===== config.mk =====
export PLATFORM = sky130hd
export DESIGN_NAME = uart_transmitter
export DESIGN_NICKNAME = d
export VERILOG_FILES = /design/src/rtl/uart_pkg.sv /design/src/rtl/uart_bit_timer.sv /design/src/rtl/uart_transmitter.sv
export SDC_FILE = /design/constraint.sdc
export NUM_CORES = 1
export LEC_CHECK = 0
export ABC_AREA = 1
export BUFFER_PORTS_ARGS = -buffer_cell sky130_fd_sc_hd__buf_2
export CAP_MARGIN = 20
export CORE_MARGIN = 2
export CORE_UTILIZATION = 55
export DETAILED_ROUTE_END_ITERATION = 8
export HOLD_SLACK_MARGIN = 0.06
export PLACE_DENSITY = 0.74
export SYNTH_ARGS = -nofsm -noshare
export SYNTH_HDL_FRONTEND = slang
export SYNTH_HIERARCHICAL = 1
export SYNTH_SLANG_ARGS = --single-unit

===== constraint.sdc =====
create_clock -name clk -period 2.3 [get_ports clk]
set_clock_uncertainty 0.1 [all_clocks]
set_input_delay 0.345 -clock clk [delete_from_list [all_inputs] [get_ports clk]]
set_output_delay 0.345 -clock clk [all_outputs]
set_load 0.02 [all_outputs]

===== src/rtl/uart_pkg.sv =====
// Shared UART definitions: FSM state encoding and the default bit period used by both
// the transmitter and the receiver.
package uart_pkg;

    localparam int unsigned UART_CLKS_PER_BIT = 279;

    typedef enum logic [2:0] {
        ST_IDLE,
        ST_START,
        ST_DATA,
        ST_PARITY,
        ST_STOP
    } uart_state_e;

endpackage


===== src/rtl/uart_bit_timer.sv =====
// Bit-period counter: counts 0..CLKS_PER_BIT-1 and clears, flagging the terminal cycle
// (tick) and the cycle before it (pre_tick). Shared by the transmitter and the receiver.
module uart_bit_timer
    import uart_pkg::*;
#(
    parameter int unsigned CLKS_PER_BIT = UART_CLKS_PER_BIT
) (
    input  logic       clk,
    input  logic       rst,
    input  logic       clear,
    output logic [8:0] count,
    output logic       tick,
    output logic       pre_tick
);

    localparam logic [8:0] LAST_COUNT = 9'(CLKS_PER_BIT - 1);
    localparam logic [8:0] PRE_COUNT  = 9'(CLKS_PER_BIT - 2);

    assign tick     = (count == LAST_COUNT);
    assign pre_tick = (count == PRE_COUNT);

    always_ff @(posedge clk or negedge rst) begin
        if (!rst) begin
            count <= 9'd0;
        end else if (clear || tick) begin
            count <= 9'd0;
        end else begin
            count <= count + 9'd1;
        end
    end

endmodule


===== src/rtl/uart_transmitter.sv =====
// 8-bit UART transmitter, LSB first, 1 start bit, STOP_BITS stop bits, valid/ready input.
// Define UART_TX_PARITY_EN to insert an even-parity bit between the data and stop bits.
module uart_transmitter
    import uart_pkg::*;
#(
    parameter int unsigned CLKS_PER_BIT = UART_CLKS_PER_BIT,
    parameter int unsigned STOP_BITS    = 1
) (
    input  logic       clk,
    input  logic       rst,
    input  logic [7:0] data_tx,
    input  logic       send,
    output logic       ready,
    output logic       dout,
    output logic       done
);

    uart_state_e state;
    logic [7:0]  shreg;
    logic [2:0]  index;
    logic        stop_idx;
    logic        last_stop;
    logic        timer_clear;
    logic [8:0]  bit_count;
    logic        tick;
    logic        pre_tick;

    assign ready     = (state == ST_IDLE);
    assign last_stop = (STOP_BITS == 1) ? 1'b1 : stop_idx;
    // Held clear while idle so the start bit gets a full period; every later state
    // entry coincides with the terminal count, which clears the counter as well.
    assign timer_clear = (state == ST_IDLE) || tick;

    uart_bit_timer #(
        .CLKS_PER_BIT(CLKS_PER_BIT)
    ) u_bit_timer (
        .clk      (clk),
        .rst      (rst),
        .clear    (timer_clear),
        .count    (bit_count),
        .tick     (tick),
        .pre_tick (pre_tick)
    );

    always_ff @(posedge clk or negedge rst) begin
        if (!rst) begin
            state    <= ST_IDLE;
            shreg    <= 8'd0;
            index    <= 3'd0;
            stop_idx <= 1'b0;
            dout     <= 1'b1;
            done     <= 1'b0;
        end else begin
            done <= 1'b0;
            case (state)
                ST_IDLE: begin
                    if (send) begin
                        shreg    <= data_tx;
                        index    <= 3'd0;
                        stop_idx <= 1'b0;
                        dout     <= 1'b0;
                        state    <= ST_START;
                    end
                end
                ST_START: begin
                    if (tick) begin
                        dout  <= shreg[0];
                        state <= ST_DATA;
                    end
                end
                ST_DATA: begin
                    if (tick) begin
                        if (index == 3'd7) begin
                            index <= 3'd0;
`ifdef UART_TX_PARITY_EN
                            dout  <= ^shreg;
                            state <= ST_PARITY;
`else
                            dout  <= 1'b1;
                            state <= ST_STOP;
`endif
                        end else begin
                            index <= index + 3'd1;
                            dout  <= shreg[3'(index + 3'd1)];
                        end
                    end
                end
`ifdef UART_TX_PARITY_EN
                ST_PARITY: begin
                    if (tick) begin
                        dout  <= 1'b1;
                        state <= ST_STOP;
                    end
                end
`endif
                ST_STOP: begin
                    // done is registered, so it is raised one cycle ahead of the terminal count.
                    if (pre_tick && last_stop) begin
                        done <= 1'b1;
                    end
                    if (tick) begin
                        if (last_stop) begin
                            state <= ST_IDLE;
                        end else begin
                            stop_idx <= 1'b1;
                        end
                    end
                end
                default: begin
                    dout  <= 1'b1;
                    state <= ST_IDLE;
                end
            endcase
        end
    end

endmodule

; After elaboration in Yosys (flattened, before gate mapping)
; Index checks and enable logic that the tools add are counted.
[word_totals]
memories = 0
out_inout_bits = 3
in_bits = 11
latchBits = 0
romBits = 0
ram_bits = 0
ff_bits = 25
wordCells = 49
[op_classes]
n_mux = 20
order_cmp = 1
n_mul = 0
reduce_logical = 8
shift = 0
n_div = 0
add_sub_neg = 2
n_eq_ne = 11
n_bitwise = 1
[ops]
columns = operator, count
row1 = $mux 3, 8
row2 = $eq 9x9->1 const B, 2
row3 = $pmux 3 s4, 1
row4 = $ne 2x2->1 const B, 5
row5 = $add 9x1->9 const B, 1
row6 = $mux 9, 1
row7 = $mux 1, 7
row8 = $eq 3x3->1 const B, 2
row9 = $pmux 3 s2, 1
row10 = $reduce_and 5->1, 1
row11 = $lt 3x4->1 const B, 1
row12 = $pmux 1 s4, 1
row13 = $reduce_and 4->1, 1
row14 = $add 3x1->3 const B, 1
row15 = $bmux 1 s3, 1
row16 = $eq 3x1->1 const B, 1
row17 = $eq 3x2->1 const B, 1
row18 = $logic_not 3->1, 1
row19 = $reduce_and 3->1, 1
row20 = $logic_or 1x1->1, 2
row21 = $reduce_and 2->1, 1
row22 = $reduce_bool 2->1, 1
row23 = $not 1->1, 1

; Logic depth before layout (Yosys ltp)
[depth]
word_depth = 6
mapped_depth = 11

; Cells and area by module
; Netlist, hierarchy kept.
[by_module_without_submodules]
columns = mod, area_each_um2, cells_per_inst, n_inst
row1 = uart_transmitter, 808.3, 85, 1
row2 = uart_bit_timer, 573.0, 78, 1

; Worst setup path before layout
; OpenSTA, ideal clock, no wires.
[synth_timing]
path_kind = register -> register
from = reg u_bit_timer.count[0]
to = reg u_bit_timer.count[5]
required_time_ns = 2.129
n_path_buf = 0
path_stages_with_launch = 11
arrival_time_ns = 1.444
setup_slack_ns = 0.684
path_cell_list = dfrtp_1 > inv_1 > ha_1 > nand2_1 > nor2_1 > nand2_2 > inv_1 > or2_2 > inv_1 > nand2_4 > nor2_1
[synth_via]
elab_chain_cells = 4
word_cells_on_any_way = 5
cone_classes = 1 x add/sub / 1 x eq/ne / 1 x mux / 2 x reduce/logical
[synth_lines]
columns = item, line
row1 = from (decl), uart_bit_timer.sv:11  ; output logic [8:0] count,
row2 = from (signal assigned), uart_bit_timer.sv:28  ; count <= count + 9'd1;
row3 = $eq 9x9->1, uart_bit_timer.sv:19  ; assign tick = (count == LAST_COUNT);
row4 = named net tick, uart_transmitter.sv:25  ; logic tick;
row5 = $logic_or 1x1->1, uart_transmitter.sv:32  ; assign timer_clear = (state == ST_IDLE) || tick;
row6 = named net timer_clear, uart_transmitter.sv:23  ; logic timer_clear;
row7 = $logic_or 1x1->1, uart_bit_timer.sv:25  ; end else if (clear || tick) begin
row8 = $mux 9, uart_bit_timer.sv:25
; The timed path passes the listed nets, and every way through them passes these cells.
; A chain may end at the register's enable or synchronous reset.

; Final worst setup path
[layout_timing]
from = reg u_bit_timer.count[0]
to = reg state[1]
[layout_via]
elab_chain_cells = 3
word_cells_on_any_way = 5
cone_classes = 4 x eq/ne / 1 x reduce/logical
[layout_lines]
columns = item, line
row1 = $eq 9x9->1 (*), uart_bit_timer.sv:19
row2 = named net tick, uart_transmitter.sv:25
row3 = $ne 2x2->1 (no source line), n/a
row4 = $reduce_and 5->1 (no source line) (*), n/a
row5 = to (signal assigned), uart_transmitter.sv:47  ; state <= ST_IDLE;
row6 = to (signal assigned), uart_transmitter.sv:62  ; state <= ST_START;
row7 = to (signal assigned), uart_transmitter.sv:68  ; state <= ST_DATA;
row8 = to (decl), uart_transmitter.sv:18  ; uart_state_e state;
; The timed path passes the listed nets; every way through them passes the cells marked *.

==> summary.json <==
{
  "clock_tree": {
    "cts.clk_slew.worst_paths_ps": 140,
    "post_cts_resize_count": 0,
    "cts_hold_buf": 1,
    "cts.sink_count": 25,
    "cts_inserted_buffers": 3,
    "cts.htree.levels": 1,
    "clock_path_buffers": 2,
    "cts_tree": "built",
    "clock_root_buffer": "clkbuf_4",
    "clk-insertion-delay-late_ps": 320,
    "cts_post_setup_buffers_inserted": 0
  },
  "power": {
    "max-vdd-ir-drop_v": 0.0007509,
    "combinationalPowerShare": 0.421,
    "power.leakage_uw": 0.0007207,
    "power.sequential.fraction": 0.455,
    "internal_power_uw": 936.6,
    "net-switching-power_uw": 668.3,
    "power_frac_clock": 0.124,
    "power.switching_fraction": 0.4164,
    "power.density_cell_area_nw_per_um2": 1064
  },
  "critical_path": {
    "crit_path_frequent_cell": "inv_1",
    "worst_path_max_delay_cell": "dfrtp_1",
    "critPathKind": "reg -> reg",
    "worst_r2r_startpoint": "u_bit_timer/count[0]$_DFF_PN0_",
    "crit_chain": "inv_1 -> ha_1 -> nand2_1 -> nor2_1 -> nand2_2 -> inv_1 -> inv_1 -> nand4_1 -> nand4_1 -> nand2_1 -> o21ai_0",
    "critical_path.max_stage_delay_ps": 460,
    "critPathCaptureType": "flop",
    "worst_path_required_time_ps": 2410,
    "worst_ep_arrival_time_ps": 1970,
    "rrSetupSlack_ps": 440,
    "worst_r2r_path_depth": 11,
    "worst-path-max-fanout": 6,
    "timing.critical_path.from_type": "flop",
    "launch_point_of_the_critical_path": "u_bit_timer/count[0]$_DFF_PN0_",
    "r2r-end": "state[1]$_DFFE_PN0P_"
  },
  "die": {
    "rows": 18,
    "core_um2": 2432,
    "ios": 14,
    "die_area_um2": 2928,
    "initial_util": 0.5679,
    "chipHeight_um": 54.12,
    "die_w_um": 54.12
  },
  "cells_and_area": {
    "nFillCells": 225,
    "post_route_cells_drive_above_1_share": 0.2389,
    "most_common_library_cell_in_the_layout_ignoring_fill_and_taps": "nand2_1",
    "syn2layout_area_growth_pct": 9.239,
    "layout_common_cells": "nand2_1, dfrtp_1, inv_1",
    "stdcell_count": 210,
    "layout.nets": 197,
    "final_design_area_no_fill_um2": 1509,
    "antenna-diode-count": 0
  },
  "yosys": {
    "yosysSeqAreaShare": 0.4538,
    "synth.lib_cells_used.distinct": 24,
    "synthesis.instances": 163,
    "ys_ff_latch": 25,
    "synth.cell_area_um2": 1381,
    "yosysTopAreaCell": "dfrtp_1",
    "netlist_top_cells_area": "dfrtp_1, nand2_1, mux2_2",
    "synthesized_nets": 179,
    "synth_area_per_cell_um2": 8.474,
    "syn_warnings": 6,
    "post-synth-top-area-fraction": 0.4348
  },
  "placement": {
    "dpl_worst_slack_ps": 502.3,
    "io_buffers": 13,
    "place.detailed.hpwl_um": 1857,
    "post_dp_cell_area_um2": 1473,
    "placedCellCount": 205,
    "globalplace.congestion": 0.8423
  },
  "timing": {
    "report.final.slew_viol_count": 0,
    "finalHoldWorstSlack_ps": 140.9,
    "report.final.setup_viol": 0,
    "layout_worst_path_cycle_share": 0.8103,
    "final_critical_path_setup_slack_ps": 436.2,
    "report.final.hold_viol_count": 0,
    "rsz0062_at_grt": "false",
    "fmax_mhz": 536.5,
    "relSlewSlack": 0.6424,
    "timing.setup.tns_ps": 0,
    "pin_slew_with_the_least_headroom_to_its_limit_ps": 536.4,
    "period_minus_slack_ps": 1864
  },
  "routing": {
    "detail_route.wl_per_cell_um": 12.04,
    "detail_route.first_pass.iterations": 5,
    "first_iter_violations": 26,
    "totalWireLength_um": 2529,
    "antenna_violating_nets_post_route": 0,
    "drc_viols": 0,
    "drt-vias-per-instance": 5.200,
    "routed-via-count": 1092
  },
  "global_route": {
    "grt_pass1_wl_um": 4271,
    "grt_start_max_net_pins": 26,
    "grt_util_all_layers": 0.2014,
    "grt_pass1_vias": 988,
    "antenna_found_initial": 0,
    "final_global_route_overflow_total": 0
  },
  "run_status": {
    "outcome": "finished, final reports clean"
  },
  "worst_hold_path": {
    "holdPathStages": 2,
    "hold_path_startpoint": "data_tx[4]",
    "timing.hold.worst_endpoint": "shreg[4]$_DFFE_PN0P_",
    "hold_wc_path_type": "in -> reg"
  },
  "job": {
    "cap_violations": 0
  }
}
## kinds of logic after synthesis
kind of cell,share of synthesized area
adder cells (fa/ha/maj),0.04529
multiplexers,0.06522
AND/OR/NAND/NOR,0.3125
AO/OA/AOI/OAI,0.04892
flip-flops,0.4538
XOR/XNOR,0.006342
buffers and inverters,0.06793
## routing by layer
layer | track usage | vias up | share of wire
li1 | - | 557 | -
met1 | 0.2782 | 489 | 0.47
met2 | 0.3232 | 42 | 0.46
met3 | 0.02500 | 4 | 0.059
met4 | 0.07500 | 0 | 0.0087
met5 | 0 | - | 0
## flip-flops by register name (all words and copies together), names as in the netlist
register and cells:
u_bit_timer/count 9, shreg 8, state 3, index 3, done 1, dout 1
## final cells by class
type                       instances  area, um^2  share of cell area
clock buffer                       4       26.28             0.01741
inverter                          22       82.58             0.05473
multi-input combinational        115       660.6              0.4378
sequential                        25       626.9              0.4154
tap                               30       37.54             0.02488
timing repair buffer              14       75.07             0.04975
## worst max path at each step
stage,endpoint,slack [ps]
final,state[1]$_DFFE_PN0P_,440
after global placement,u_bit_timer/count[5]$_DFF_PN0_,600
after floorplan,u_bit_timer/count[5]$_DFF_PN0_,680
after global routing,state[1]$_DFFE_PN0P_,280
after detailed placement,state[1]$_DFFE_PN0P_,500
after CTS,state[1]$_DFFE_PN0P_,440
## synth_stat cells
cell type and instances:
nand2_4 3, or2_2 1, inv_2 2, ha_1 5
o21bai_1 1, nor3_4 1, inv_1 20, nor2_1 14
nor2_2 7, o21ai_2 1, dfrtp_1 24, nand3b_1 1
nand3_2 1, dfstp_2 1, mux2_2 8, o21ai_0 8
nand2_2 2, nand4_1 3, xnor2_1 1, a21oi_1 1
nand2_1 40, buf_6 1, nand3_1 16, a31oi_1 1
## power groups by stage
| stage | clock (uW) | sequential, uW | combinational (uW) |
|---|---|---|---|
| after floorplan | 0 | 704 | 544 |
| after global placement | 0 | 730 | 634 |
| after detailed placement | 0 | 739 | 665 |
| after CTS | 200 | 729 | 680 |
| after global routing | 219 | 756 | 763 |
| final | 199 | 729 | 676 |
## per-stage QoR
stage               utilization  power, uW
finish                   0.6204       1605
global route             0.6204       1738
CTS                      0.6204       1610
detailed placement       0.6055       1404
global placement         0.6055       1364
floorplan                     -       1248
## critical path: cells and delay by family (launching register included)
kind | cells | cell delay [ps]
AO/OA/AOI/OAI | 1 | 80
buffers and inverters | 3 | 290
AND/OR/NAND/NOR | 6 | 650
adder cells (fa/ha/maj) | 1 | 180
flip-flops | 1 | 460
Power figures use the tool's default switching activity.
